### config.mk
export PLATFORM = sky130hd
export DESIGN_NAME = mem_arbiter
export DESIGN_NICKNAME = d
export VERILOG_FILES = /design/src/rtl/mem_arbiter_pkg.sv /design/src/rtl/arb_tag_pipe.sv /design/src/rtl/mem_arbiter.sv
export SDC_FILE = /design/constraint.sdc
export NUM_CORES = 1
export LEC_CHECK = 0
export CAP_MARGIN = 20
export CORE_AREA = 5 5 106 108
export DETAILED_ROUTE_END_ITERATION = 10
export DIE_AREA = 0 0 111 113
export PLACE_DENSITY = 0.77
export SLEW_MARGIN = 20
export SYNTH_ARGS = -nofsm -noshare
export SYNTH_HDL_FRONTEND = slang
export SYNTH_SLANG_ARGS = --single-unit
### constraint.sdc
create_clock -name CLK -period 1.2 [get_ports CLK]
set_clock_uncertainty 0.1 [all_clocks]
set_input_delay 0.12 -clock CLK [delete_from_list [all_inputs] [get_ports CLK]]
set_output_delay 0.12 -clock CLK [all_outputs]
set_load 0.05 [all_outputs]
### src/rtl/mem_arbiter_pkg.sv
// mem_arbiter_pkg: shared owner encoding and timing constants for the SRAM arbiter.
// Holds the default starvation limit and the fixed SRAM read latency.
package mem_arbiter_pkg;

  typedef enum logic [1:0] {
    OWN_NONE = 2'd0,
    OWN_I    = 2'd1,
    OWN_D    = 2'd2
  } owner_t;

  // Consecutive data grants tolerated while a fetch waits (fairness build only).
  localparam int STARVE_LIMIT_DEF = 4;

  // Edges from grant to returned data: one access cycle plus one SRAM output cycle.
  localparam int RD_LAT = 2;

endpackage

### src/rtl/arb_tag_pipe.sv
// arb_tag_pipe: 2-stage {valid, owner} shift register steering read returns.
// Latency: stage 0 marks the access cycle, stage 1 the data cycle (RVALID).
// No backpressure: one tag enters per cycle; reset drops all in-flight tags.
module arb_tag_pipe
  import mem_arbiter_pkg::*;
(
  input  logic   clk,
  input  logic   rst,
  input  logic   in_vld,
  input  owner_t in_own,
  output logic   i_rvalid,
  output logic   d_rvalid
);

  logic   s0_vld;
  owner_t s0_own;
  logic   s1_vld;
  owner_t s1_own;

  // Stage 0: capture the tag of the read accepted on this edge.
  always_ff @(posedge clk or posedge rst) begin
    if (rst) begin
      s0_vld <= 1'b0;
      s0_own <= OWN_NONE;
    end else begin
      s0_vld <= in_vld;
      s0_own <= in_vld ? in_own : OWN_NONE;
    end
  end

  // Stage 1: advance independently so back-to-back reads overlap.
  always_ff @(posedge clk or posedge rst) begin
    if (rst) begin
      s1_vld <= 1'b0;
      s1_own <= OWN_NONE;
    end else begin
      s1_vld <= s0_vld;
      s1_own <= s0_own;
    end
  end

  // Decode the data-cycle tag into per-requester valids.
  always_comb begin
    i_rvalid = s1_vld && (s1_own == OWN_I);
    d_rvalid = s1_vld && (s1_own == OWN_D);
  end

endmodule

### src/rtl/mem_arbiter.sv
// mem_arbiter: fetch/data arbiter in front of one single-port synchronous SRAM.
// Grant is combinational; SRAM signals registered one cycle; read data two cycles after grant.
// Data has fixed priority; with ARB_FAIRNESS_EN a starved fetch wins after STARVE_LIMIT data grants.
module mem_arbiter
  import mem_arbiter_pkg::*;
#(
  parameter int STARVE_LIMIT = STARVE_LIMIT_DEF,
  parameter int AW           = 30
)
(
  input  logic          CLK,
  input  logic          RST,
  input  logic          I_REQ,
  input  logic [AW-1:0] I_ADDR,
  output logic          I_GNT,
  output logic          I_RVALID,
  output logic [31:0]   I_RDATA,
  input  logic          D_REQ,
  input  logic          D_RW,
  input  logic [AW-1:0] D_ADDR,
  input  logic [31:0]   D_WDATA,
  output logic          D_GNT,
  output logic          D_RVALID,
  output logic [31:0]   D_RDATA,
  output logic          MEM_CSN,
  output logic          MEM_WEN,
  output logic [AW-1:0] MEM_A,
  output logic [31:0]   MEM_DI,
  input  logic [31:0]   MEM_DOUT
);

  logic   starve;
  logic   i_gnt;
  logic   d_gnt;
  logic   rd_vld;
  owner_t rd_own;

  // Grant: data wins unless the fetch is starved; nothing is granted during reset.
  always_comb begin
    i_gnt = ~RST & I_REQ & (~D_REQ | starve);
    d_gnt = ~RST & D_REQ & ~i_gnt;
  end

  assign I_GNT = i_gnt;
  assign D_GNT = d_gnt;

`ifdef ARB_FAIRNESS_EN
  logic [2:0] starve_cnt;

  assign starve = (starve_cnt == 3'(STARVE_LIMIT));

  // Count consecutive data grants while a fetch waits; saturate at 7.
  always_ff @(posedge CLK or posedge RST) begin
    if (RST) begin
      starve_cnt <= 3'd0;
    end else if (!I_REQ || i_gnt) begin
      starve_cnt <= 3'd0;
    end else if (d_gnt && (starve_cnt != 3'd7)) begin
      starve_cnt <= starve_cnt + 3'd1;
    end
  end
`else
  assign starve = 1'b0;
`endif

  // Register the SRAM access for the cycle after the transfer edge.
  always_ff @(posedge CLK or posedge RST) begin
    if (RST) begin
      MEM_CSN <= 1'b1;
      MEM_WEN <= 1'b1;
      MEM_A   <= '0;
      MEM_DI  <= '0;
    end else if (i_gnt) begin
      MEM_CSN <= 1'b0;
      MEM_WEN <= 1'b1;
      MEM_A   <= I_ADDR;
      MEM_DI  <= '0;
    end else if (d_gnt) begin
      MEM_CSN <= 1'b0;
      MEM_WEN <= ~D_RW;
      MEM_A   <= D_ADDR;
      MEM_DI  <= D_WDATA;
    end else begin
      MEM_CSN <= 1'b1;
      MEM_WEN <= 1'b1;
    end
  end

  // Tag only reads; writes never return data.
  always_comb begin
    rd_vld = i_gnt | (d_gnt & ~D_RW);
    rd_own = i_gnt ? OWN_I : (rd_vld ? OWN_D : OWN_NONE);
  end

  arb_tag_pipe u_tag_pipe (
    .clk      (CLK),
    .rst      (RST),
    .in_vld   (rd_vld),
    .in_own   (rd_own),
    .i_rvalid (I_RVALID),
    .d_rvalid (D_RVALID)
  );

  // Read data is zero unless the owner's return is valid this cycle.
  always_comb begin
    I_RDATA = I_RVALID ? MEM_DOUT : 32'd0;
    D_RDATA = D_RVALID ? MEM_DOUT : 32'd0;
  end

endmodule

Yosys cells after proc, flatten, opt, wreduce, memory -nomap -nowiden
Index checks and enable logic that the tools add are counted.

operators by class
  add/sub/neg operators = 0
  multipliers = 0
  div/mod/pow operators = 0
  order comparisons = 0
  eq/ne operators = 2
  shift-type cells = 0
  mux-type cells = 12
  bitwise operators = 10
  reductions and logical operators = 3

operators with widths
  cell                                                  count
  2-to-1 mux 32 bit                                     4
  2-to-1 mux 30 bit                                     2
  bitwise AND 1 bit                                     5
  2-to-1 mux 1 bit                                      4
  2-to-1 mux 2 bit                                      2
  inverter 1 bit                                        4
  equality test 2 x 1 -> 1 bit (second input constant)  1
  equality test 2 bit (second input constant)           1
  logical AND 1 bit                                     2
  nonzero test 2 bit                                    1
  bitwise OR 1 bit                                      1

storage, ports and cells
  register bits after elaboration = 70
  latch bits = 0
  bits in writable memories = 0
  bits in read-only memories = 0
  bits of input ports = 129
  output and inout bits = 132
  logic and storage cells = 35
  memories = 0

Longest topological paths before layout
Gate-level depths: netlist (run 1).

  depth after elaboration = 8
  mapped depth = 5
  gate-level depth less buffers = 3

By module
Synthesis (run 1) repeated with hierarchy kept, for this count alone.

second synthesis, totals
  cells, all modules = 325
  area total of the unflattened synthesis = 3291.9 um2

modules (own cells, without submodules)
  module        times used  cells an instance  area each (um2)  seq. area each (um2)
  mem_arbiter   1           314                3108.0           1604.0
  arb_tag_pipe  1           11                 183.9            150.1

Least setup slack after synthesis (run 1)
Ideal clock, no wire load.

  path type = register to output
  from = register u_tag_pipe.s1_vld
  to = output I_RDATA[23]
  arrival time = 1.463 ns
  data required time = 0.980 ns
  setup slack = -0.483 ns
  cell stages (with the launch flop) = 5
  path through = dfrtp_1 buf_2 clkbuf_1 nand2_1 nor2_1

between the ends
  longest elaborated chain between the ends = 2

ends and longest elaborated chain
  element                   RTL line            RTL
  start: declaration        arb_tag_pipe.sv:17  logic s1_vld;
  start signal: assignment  arb_tag_pipe.sv:37  s1_vld <= s0_vld;
  logical AND 1 bit         arb_tag_pipe.sv:44  i_rvalid = s1_vld && (s1_own == OWN_I);
  2-to-1 mux 32 bit         mem_arbiter.sv:106  I_RDATA = I_RVALID ? MEM_DOUT : 32'd0;
  end: declaration          mem_arbiter.sv:17   output logic [31:0] I_RDATA,

No other way between the ends.

Worst setup path after layout (run 1)
  from = register u_tag_pipe.s1_own[1]
  to = output I_RDATA[27]

between the ends
  longest elaborated chain between the ends = 3

ends and longest elaborated chain
  element                       RTL line            RTL
  start: declaration            arb_tag_pipe.sv:18  owner_t s1_own;
  start signal: assignment      arb_tag_pipe.sv:38  s1_own <= s0_own;
  equality test 2 x 1 -> 1 bit  arb_tag_pipe.sv:44
  logical AND 1 bit             arb_tag_pipe.sv:44
  2-to-1 mux 32 bit             mem_arbiter.sv:106

No other way between the ends.

==> results.yml, run 1 <==
run_status:
  status: "finished with violations"
  violations: "negative setup slack"
routing:
  antenna_left: 0
  drt-total-wl_um: 18900
  first_pass_iters: 5
  drtIter0Drc: 278
  remaining_drc_errors: 0
  vias: 4389
  wire_per_inst_um: 23.1
  vias_per_cell: 5.35
logic_synthesis:
  yosysSeqAreaShare: 0.524
  synth_common_cells: "nor3_1 (84), nor2_1 (74), dfrtp_1 (68), nand2_1 (33), a22o_1 (32)"
  yosysMostFrequentCell: "nor3_1"
  yosysWarnings: 0
  synth-main-ff-cell: "dfrtp_1"
  synthTopCellsByArea: "dfrtp_1 (51%), nor3_1 (13%), a22o_1 (8.4%)"
  synthArstFlopShare: 1.00
  synthesis.nets: 501
  synth_top_area_cell: "dfrtp_1"
  synthDistinctLibCells: 19
  synth_edf_count: 0
  netlist_instances: 372
  synth_seq_cells: 70
  avgSynthCellArea_um2: 9.00
  synth_top_area_frac: 0.508
  syn-cell-area_um2: 3350
worst_setup_path:
  path_max_fanout: 5
  start_kind: "register"
  crit_type: "register to output pin"
  worstPathRequired_ns: 0.98
  end_kind: "output pin"
  crit_arrival_ns: 1.50
floorplanning:
  die_y_um: 113
  dieArea_um2: 12500
  initial_core_util: 0.330
  rows: 37
  core_um2: 10100
  die_w_um: 111
  top_level_ports: 261
clocking:
  numCtsBuffers: 9
  cts-root-buf: "clkbuf_8"
  cts_tree: "yes"
  clockBufferDepth: 2
  htreeDepth: 3
  clkSinkCount: 70
  cts.clk_slew.worst_paths_ns: 0.08
  clock_latency_ns: 0.35
final_layout:
  fin_nets: 809
  drive_gt1_frac: 0.477
  syn_to_final_growth_pct: 162
  finish.utilization: 0.866
  antennaDiodeCount: 0
  fill_cells: 447
sta:
  maxSlewViolCount: 0
  tightest_slew_ns: 0.406
  max-slew-margin-rel: 0.730
  rsz0062_at_grt: "true"
  fmax_mhz: 582
  min_period_over_period: 1.43
  setup_violations: 69
  min_period_ns: 1.72
  hold-worst-slack_ns: 0.00347
  tns_ns: -30.78
  timing.final.hold_violations: 0
  layout_setup_ws_ns: -0.520
grt:
  grt_use_total: 0.271
  grt_pass1_wl_um: 26800
  grt_overflow: 0
  antenna_found_initial: 0
  grt_max_degree: 35
  grt_pass1_vias: 4668
placement:
  port_buffers: 260
  place_hpwl_um: 12600
  gp_congestion: 0.810
pwr:
  total_power_mw: 8.87
  powerDensity_nw_per_um2: 1010
  max-vdd-ir-drop_v: 0.00105
  p_leak_nw: 3.49
hold_path:
  hold_path.class: "input port to asynchronous set/reset pin"
flow_run:
  drv_cap: 0
-- critical path, cell delays in order (launching register included) --
cell      delay [ns]
dfrtp_1         0.43
nand2b_2        0.28
buf_4           0.18
nor2_4          0.11
buf_12          0.15
-- logic make-up (layout without fill, tap and decap cells) --
family,count (synthesis),after routing,synth area share
DFF,70,70,0.524
AOI/OAI and AO/OA,58,58,0.135
buffers and inverters,41,353,0.0706
and+or+nand+nor,203,204,0.271
-- power by group --
group / total [mW] / internal (mW) / switching, mW
logic: 3.90 / 1.97 / 1.93
clock network: 1.97 / 0.962 / 1.01
registers: 3.00 / 2.64 / 0.363
total: 8.87 / 5.57 / 3.30
-- final timing paths --
path                                           startpoint                     endpoint  slack [ns]  cells after the start
max in group asynchronous                             RST        MEM_A[16]$_DFFE_PP0P_        0.31                      5
min in group CLK                                      RST  u_tag_pipe.s0_vld$_DFF_PP0_        0.02                      3
setup reg to reg                    MEM_A[16]$_DFFE_PP0P_        MEM_A[16]$_DFFE_PP0P_           0                      3
hold reg to reg               u_tag_pipe.s0_vld$_DFF_PP0_  u_tag_pipe.s1_vld$_DFF_PP0_        0.25                      0
setup / recovery           u_tag_pipe.s1_own[1]$_DFF_PP0_                  I_RDATA[27]       -0.52                      4
hold / removal                                        RST        MEM_A[25]$_DFFE_PP0P_       0.003                      5
-- layout by cell type (no fill, tap or decap), drive strengths merged, types with 2 or more instances in the layout --
cell type,synthesis,final
clkbuf,5,11
inv,4,3
dlygate4sd3,0,2
nand2b,6,7
clkdlybuf4s50,0,125
nor3b,6,6
nand2,33,33
a22o,32,32
nor2,74,74
buf,32,202
dfstp,2,2
clkinv,0,4
dfrtp,68,68
nor3,84,84
clkinvlp,0,3
o22ai,24,24
-- layer usage --
layer | vias to the layer above | GRT usage | routed length, µm
met4 | 0 | 0.0911 | 466
met1 | 2130 | 0.293 | 6540
li1 | 1917 | - | -
met2 | 305 | 0.492 | 10100
met5 | - | 0.00392 | 0
met3 | 37 | 0.0968 | 1840
-- stage by stage --
| step | setup WS (ns) | instances | instance area, µm² |
|---|---|---|---|
| after floorplan | -0.310 | 372 | 3790 |
| after global placement | -0.359 | 774 | 8050 |
| after detailed placement | -0.429 | 774 | 8050 |
| after CTS | -0.495 | 802 | 8550 |
| after global routing | -0.578 | 821 | 8780 |
| final | -0.520 | 821 | 8780 |
-- timing repair --
item | 4_1_cts | 5_1_grt
pin swaps | 2 | 8
setup endpoints to repair | 117 | 102
cloned | 4 | 1
resized for setup | 38 | 24
hold endpoints to repair | 4 | 0
hold buffers | 2 | 0
setup buffers | 6 | 18
-- cell type report --
type                    count  area [µm²]  area share
repair buffers            333        4700       0.535
clock inverters             7        75.1     0.00855
well taps                 136         170      0.0194
inverters                   4        18.8     0.00214
clock buffers               9         124      0.0141
multi-input cells         262        1930       0.220
flip-flops and latches     70        1770       0.201
-- sequential cells by signal, indices dropped and copies added (netlist names) --
signal	flops
u_tag_pipe.s1_own	2
u_tag_pipe.s1_vld	1
MEM_DI	32
u_tag_pipe.s0_own	2
u_tag_pipe.s0_vld	1
MEM_CSN	1
MEM_A	30
MEM_WEN	1
Note: power is estimated with default switching activity, not from simulation.
==> run 2, diff against run 1 <==
--- a/config.mk
+++ b/config.mk
@@ -5,7 +5,7 @@
 export SDC_FILE = /design/constraint.sdc
 export NUM_CORES = 1
 export LEC_CHECK = 0
-export CAP_MARGIN = 20
+export CAP_MARGIN = 40
 export CORE_AREA = 5 5 106 108
 export DETAILED_ROUTE_END_ITERATION = 10
 export DIE_AREA = 0 0 111 113
==> results of run 2 <==
Final layout, timing and power as in run 1 (identical DEF).
